**config.mk**
```make
export PLATFORM = sky130hd
export DESIGN_NAME = dotmatrix_ctrl_flat
export DESIGN_NICKNAME = d
export VERILOG_FILES = /design/src/rtl/dotmatrix_ctrl_if.sv /design/src/rtl/dotmatrix_ctrl.sv /design/src/flat_wrapper.sv
export SDC_FILE = /design/constraint.sdc
export NUM_CORES = 1
export LEC_CHECK = 0
export ABC_AREA = 1
export BUFFER_PORTS_ARGS = -buffer_cell sky130_fd_sc_hd__buf_2
export CAP_MARGIN = 5
export CORE_MARGIN = 5
export CORE_UTILIZATION = 52
export DETAILED_ROUTE_END_ITERATION = 10
export PLACE_DENSITY_LB_ADDON = 0.3
export SLEW_MARGIN = 0
export SYNTH_ARGS = -nofsm -noshare
export SYNTH_HDL_FRONTEND = slang
export SYNTH_SLANG_ARGS = --single-unit
```
**constraint.sdc**
```tcl
create_clock -name mclock -period 1.3 [get_ports mclock]
set_input_delay 0.13 -clock mclock [delete_from_list [all_inputs] [get_ports mclock]]
set_output_delay 0.13 -clock mclock [all_outputs]
set_load 0.02 [all_outputs]
```
**src/rtl/dotmatrix_ctrl_if.sv**
```systemverilog
// dotmatrix_ctrl_if: CS/Write/Read bus with 4-phase ack between system fabric and the dot-matrix controller
interface dotmatrix_ctrl_if;
    logic       CS;
    logic       Write;
    logic       Read;
    logic [7:0] Address;
    logic [7:0] Data_i;
    logic [3:0] STRB;
    logic [7:0] Data_o;
    logic       ack;

    modport master (output CS, Write, Read, Address, Data_i, STRB, input Data_o, ack);
    modport slave  (input CS, Write, Read, Address, Data_i, STRB, output Data_o, ack);
endinterface

```
**src/rtl/dotmatrix_ctrl.sv**
```systemverilog
// dotmatrix_ctrl: 8x8 LED matrix frame buffer with bus slave and row scanner.
// Define DOTMATRIX_READ_EN to enable the buffer read-back path.
module dotmatrix_ctrl #(
    parameter int SCAN_DIV = 2500,
    parameter int CNT_W    = 16
) (
    input  logic                   mclock,
    input  logic                   mreset,
    dotmatrix_ctrl_if.slave        bus,
    output logic [7:0]             Row,
    output logic [7:0]             Col
);
    typedef enum logic {IDLE, ACKED} state_t;

    // Frame buffer deliberately has no reset so preloaded images survive it.
    logic [7:0] image_mem [0:7];

    state_t           r_state;
    state_t           w_next;
    logic             w_req;
    logic             w_wr;
    logic             w_rd;
    logic             w_in_range;
    logic [CNT_W-1:0] r_cnt;
    logic [2:0]       r_idx;
    logic [7:0]       r_row;
    logic [7:0]       r_col;
    logic             w_wrap;
    logic             w_unused;

    assign w_unused   = ^bus.STRB;
    assign w_in_range = bus.Address < 8'd8;
    assign w_req      = bus.CS && (bus.Write || bus.Read);
    assign w_wr       = mreset && r_state == IDLE && bus.CS && bus.Write;
    assign w_rd       = mreset && r_state == IDLE && bus.CS && bus.Read && !bus.Write;

    always_ff @(posedge mclock or negedge mreset) begin
        if (!mreset) r_state <= IDLE;
        else         r_state <= w_next;
    end

    always_comb begin
        w_next = r_state;
        w_next = (r_state == IDLE) ? (w_req ? ACKED : IDLE) : (bus.CS ? ACKED : IDLE);
    end

    assign bus.ack = r_state == ACKED;

    always @(posedge mclock) begin
        if (w_wr && w_in_range) image_mem[bus.Address[2:0]] <= bus.Data_i;
    end

`ifdef DOTMATRIX_READ_EN
    logic [7:0] r_data;

    always_ff @(posedge mclock or negedge mreset) begin
        if (!mreset)   r_data <= 8'h00;
        else if (w_rd) r_data <= w_in_range ? image_mem[bus.Address[2:0]] : 8'h00;
    end

    assign bus.Data_o = r_data;
`else
    logic w_unused_rd;

    assign w_unused_rd = w_rd;
    assign bus.Data_o  = 8'h00;
`endif

    assign w_wrap = r_cnt == CNT_W'(SCAN_DIV - 1);

    // Row and Col register together so no two rows are ever lit at once.
    always_ff @(posedge mclock or negedge mreset) begin
        if (!mreset) begin
            r_cnt <= '0;
            r_idx <= 3'd0;
            r_row <= 8'h00;
            r_col <= 8'hFF;
        end else begin
            r_cnt <= w_wrap ? '0 : r_cnt + 1'b1;
            r_idx <= w_wrap ? r_idx + 3'd1 : r_idx;
            r_row <= 8'h01 << r_idx;
            r_col <= ~image_mem[r_idx];
        end
    end

    assign Row = r_row;
    assign Col = r_col;
endmodule

```
**src/flat_wrapper.sv**
```systemverilog
// flat-port wrapper written by rule: the top's interface ports become plain ports
module dotmatrix_ctrl_flat 
#(
    parameter int SCAN_DIV = 2500,
    parameter int CNT_W    = 16
)
  (mclock, mreset, Row, Col, bus_CS, bus_Write, bus_Read, bus_Address, bus_Data_i, bus_STRB, bus_Data_o, bus_ack);
  dotmatrix_ctrl_if bus_i ();
  input  logic mclock;
  input  logic mreset;
  output logic [7:0] Row;
  output logic [7:0] Col;
  input wire logic [$bits(bus_i.CS)-1:0] bus_CS;
  input wire logic [$bits(bus_i.Write)-1:0] bus_Write;
  input wire logic [$bits(bus_i.Read)-1:0] bus_Read;
  input wire logic [$bits(bus_i.Address)-1:0] bus_Address;
  input wire logic [$bits(bus_i.Data_i)-1:0] bus_Data_i;
  input wire logic [$bits(bus_i.STRB)-1:0] bus_STRB;
  output wire logic [$bits(bus_i.Data_o)-1:0] bus_Data_o;
  output wire logic [$bits(bus_i.ack)-1:0] bus_ack;
  assign bus_i.CS = bus_CS;
  assign bus_i.Write = bus_Write;
  assign bus_i.Read = bus_Read;
  assign bus_i.Address = bus_Address;
  assign bus_i.Data_i = bus_Data_i;
  assign bus_i.STRB = bus_STRB;
  assign bus_Data_o = bus_i.Data_o;
  assign bus_ack = bus_i.ack;
  dotmatrix_ctrl #(.SCAN_DIV(SCAN_DIV), .CNT_W(CNT_W)) u_core (.mclock(mclock), .mreset(mreset), .bus(bus_i), .Row(Row), .Col(Col));
endmodule
```
### After elaboration in Yosys (flattened, before gate mapping)

Memories as Yosys holds them, arrays and structs flattened.
Index checks and enable logic that the tools add are counted.

* mux-type cells: 6
* divide/modulo/power cells: 0
* shift operators: 1
* $lt $le $gt $ge: 1
* reduce and logical (&&, ||, !) cells: 6
* equal/unequal tests: 1
* multiply operators: 0
* add/sub/neg operators: 2
* bitwise logic cells: 2

Operators by type and width (number)
* adder 16 x 1 -> 16 bit, second input constant: 1
* equality test 16 x 12 -> 1 bit, second input constant: 1
* 2-to-1 mux 16 bit: 1
* less-than comparator 8 x 4 -> 1 bit, second input constant: 1
* NOT 8 bit: 1
* << shifter 1 x 3 -> 8 bit, first input constant: 1
* logical AND 1 bit: 5
* 2-to-1 mux 1 bit: 5
* adder 3 x 1 -> 3 bit, second input constant: 1
* logical OR 1 bit: 1
* NOT 1 bit: 1

* memories: 1
* register bits after elaboration: 36
* ROM bits: 0
* output and inout bits: 25
* RAM bits: 64
* latch bits: 0

Memories
* u_core.image_mem: depth 8, width 8, rd ports 1, clocked after Yosys merged registers in 0, wr ports 1, RTL line dotmatrix_ctrl.sv:16 `logic [7:0] image_mem [0:7];`

### Depth between registers and ports, before layout

* depth in word-level cells: 7
* gate-level depth with buffers: 8
* mapped depth without buffers: 8

### Worst setup path before layout

Ideal clock, no wire load.

* kind: flip-flop to flip-flop
* start: reg u_core.r_state (netlist: u_core.bus.ack)
* end: mem u_core.image_mem[6][0], enable pin
* setup slack: -0.275 ns
* required time: 0.930 ns
* path buffers: 0
* data arrival time: 1.204 ns
* cell stages (with the launch flop): 6
* cell sequence: dfrtp_1 inv_1 nand2_1 nor2_1 nand3b_1 nor2_1

* cells in the longest elaborated chain, start to end: 7

RTL lines
* from (decl): RTL line dotmatrix_ctrl.sv:18 `state_t r_state;`
* from (signal assigned): RTL line dotmatrix_ctrl.sv:39 `else r_state <= w_next;`
* NOT 1 bit: RTL line dotmatrix_ctrl.sv:34 `assign w_wr = mreset && r_state == IDLE && bus.CS && bus.Write;`
* logical AND 1 bit (3 in a row): RTL line dotmatrix_ctrl.sv:34
* logical AND 1 bit: RTL line dotmatrix_ctrl.sv:50 `if (w_wr && w_in_range) image_mem[bus.Address[2:0]] <= bus.Data_i;`
* 2-to-1 mux 1 bit: RTL line dotmatrix_ctrl.sv:50
* 2-to-1 mux 1 bit (implied by the code): RTL line dotmatrix_ctrl.sv:50
* to (decl): RTL line dotmatrix_ctrl.sv:16

Every way passes these cells.

### Worst setup path after layout

* start: reg u_core.r_state (netlist: u_core.bus.ack)
* end: mem u_core.image_mem[2][7], enable pin

Same word-level chain as after synthesis.

==> flow_summary.yaml <==
placed_design:
  hpwl_dp_um: 6004
  dpl.cell_count: 566
  placedInstanceArea_um2: 4748
  numPortBuffers: 37
  routabilityCongestion: 0.8866
logic_synthesis:
  synth_enable_flop_cells: 64
  synth.cells.most_frequent: "nand2_1 (115), edfxtp_1 (64), nor2_1 (50)"
  post_synth_num_cell_types: 26
  netlist_top_cells_area: "edfxtp_1 (45%), dfrtp_1 (16%), nand2_1 (10%)"
  syn-instance-count: 416
  synthSimpleGateAreaFrac_pct: 21.58
  synth_flop_cell: "edfxtp_1"
  synth_top_cell_by_area: "edfxtp_1"
  synthAdderAreaFrac_pct: 2.036
  synth_top_area_share_pct: 44.68
  syn_area_per_cell_um2: 10.34
  xor_xnor_share_of_the_synthesized_area_pct: 1.018
  register_bit_total_from_synthesis: 100
  main_combinational_cell_family_by_area_after_synthesis: "simple AND/OR/NAND/NOR gates"
  post_synth_instance_area_um2: 4302
  post_synth_mux_area_share_pct: 0
  post-synth-top-count-cell: "nand2_1"
  postSynth.asyncResetShare_pct: 36.00
  synth-warning-count: 0
  ys_seq_area_share_pct: 65.85
  synth_compound_area_share_pct: 3.519
timing:
  fin_crit_ns: 1.392
  finalCritPeriodShare_pct: 107.1
  min_hold_slack_ns: 0.02410
  worst_clock_skew_ns: 0.007642
  unrepaired_setup_endpoints_after_global_routing: "yes"
  finalWorstSetupSlack_ns: -0.09243
  timing_hold_violations_final: 0
  final_max_slew_viol_count: 0
  maxClockFrequency_mhz: 718.2
  report.final.setup_viol: 64
  summed_negative_setup_slack_over_all_endpoints_ns: -4.384
setup_path:
  crit_path_start_kind: "flop"
  critPathCaptureType: "flop"
  worst_path_arrival_ns: 1.48
  worst_r2r_startpoint: "u_core.bus.ack"
  critical_path_class: "reg -> reg"
  worstPathRequired_ns: 1.39
  maximum_fanout_count_along_the_critical_path: 8
  setup.worst_path.start: "u_core.bus.ack"
clock_tree:
  htree_num_levels: 3
  clk_path_buf_depth: 2
  cts_tree: "done"
  clk_sink_count: 100
  numCtsBuffers: 9
  cts.reportedPaths.clkPinSlew_ns: 0.09
  clk-insertion-delay-late_ns: 0.36
  clock_tree.root_cell: "clkbuf_8"
global_routing:
  grt_start_max_net_pins: 37
  overflow: 0
  top_usage_layer: "met2"
  grt_use_met3_pct: 3.599
  grt_first_pass_wirelength_um: 13990
  fraction_of_met2_tracks_used_by_global_routing_pct: 32.46
  groute.layer.met1.usage_pct: 22.88
  first_global_vias: 2935
  number_of_antenna_violations_at_the_first_check_in_global_routing: 0
  grtUsageTotal_pct: 18.53
cells_and_area:
  final_area_um2: 5205
  layout.nets: 512
  instances_no_fill: 590
  antennaDiodeCount: 0
  post_route_cells_drive_above_1_share_pct: 27.42
  area_growth_syn_to_layout_pct: 21.00
status:
  violations: "setup timing"
  run_status: "complete, but fails checks"
floorplan:
  placementRows: 33
  design.die.area_um2: 10190
  floorplan.die.width_um: 101.0
  core_area_um2: 8134
  dieHeight_um: 101.0
  initial_utilization_pct: 52.88
  top_level_ports: 50
drt:
  dr_total_vias: 3006
  detail-route-antenna-nets: 0
  ratio_of_routed_vias_to_standard_cells: 5.095
  routed_wl_um: 9008
  routedWlPerCell_um: 15.27
  residual_drc: 0
  drt-initial-drc-count: 242
  drtPass1Iterations: 5
worst_hold_path:
  startpoint_of_the_tightest_hold_check_path: "bus_Write"
  hold_class: "in -> reg"
power_and_ir_drop:
  totalPowerFinal_w: 0.005704
  pwrdens_nw_per_um2: 1096
  leakagePower_nw: 2.216
  worst_ir_drop_on_vdd_mv: 0.7158
flow_run:
  maxCapViolations: 0
-- power breakdown --
group / switching, W / internal, W / total (W)
sequential: 0.00000148 / 0.00339 / 0.00339
combinational: 0.000115 / 0.0000406 / 0.000156
clock: 0.00106 / 0.00109 / 0.00216
-- placed cells by master, fill, tap and decap left out, types with 3 or more instances in the layout --
cell             n
nand2_1        113
edfxtp_1        64
buf_2           37
nand3_1         36
nor2_1          30
inv_1           27
a21oi_1         24
dfrtp_1         21
buf_4           15
nor2_2          13
nor2_4          12
clkbuf_8         9
conb_1           8
dfstp_2          8
buf_6            7
dfrtp_2          7
ha_1             6
nand2_2          5
inv_2            4
nor3_1           4
nand4_1          3
xor2_1           3
dlygate4sd3_1    3
buf_12           3
-- layer usage --
| metal | vias to the layer above | wire [µm] |
|---|---|---|
| met3 | 15 | 469 |
| met2 | 88 | 4688 |
| li1 | 1478 | - |
| met1 | 1425 | 3695 |
| met4 | 0 | 155 |
| met5 | - | 0 |
-- stage by stage --
step | utilization [%] | setup slack (ns)
floorplan | - | -0.1932
global placement | 58.38 | -0.1285
detailed placement | 58.38 | -0.1483
CTS | 62.39 | -0.09447
global route | 63.99 | -0.1759
finish | 63.99 | -0.09243
-- cells by family (layout without fill, tap and decap cells) --
kind of cell    after synthesis  in the layout
compound gates               29             29
fa+ha+maj                     7              7
other cells                   1              8
simple gates                221            221
flops                       100            100
xor+xnor                      5              5
buf+inv                      53            115
-- layout make-up --
type                       instances  area, µm²
fill                             648       2929
sequential                       100       2841
tap                              105      131.4
timing repair buffer              66      491.7
inverter                          33      126.4
clock inverter                     7      97.59
multi-input combinational        270       1393
clock buffer                       9      123.9
-- registers in the layout (all words and copies together), names as in the netlist --
name / cells
u_core.Col: 8
u_core.Row: 8
u_core.bus.ack: 1
u_core.image_mem: 64
u_core.r_cnt: 16
u_core.r_idx: 3
-- worst paths after layout --
check	endpoint	slack, ns	depth (start not counted)
max in group asynchronous	u_core.Col[3]	0.55	3
worst min-delay path	u_core.bus.ack	0.02	2
min in group asynchronous	u_core.r_cnt[14]	0.39	3
worst max-delay path	u_core.image_mem[2][7]	-0.09	7
worst max register to register	u_core.image_mem[2][7]	-0.09	7
worst min register to register	u_core.Col[1]	0.51	3
-- critical path, stage by stage (launching register included) --
cell and delay, ns:
dfrtp_2 0.42, inv_2 0.05, nand2_2 0.05, nor2_4 0.11, nand3b_1 0.10, buf_6 0.17
nor2_4 0.09, buf_6 0.14
-- timing repair --
item,CTS,global route
resized for setup,18,26
endpoints found under the setup margin,71,87
gates cloned,0,1
pin swaps,5,4
hold endpoints to repair,29,0
buffers inserted,0,4
hold buffers,3,0
Power figures use the tool's default switching activity.
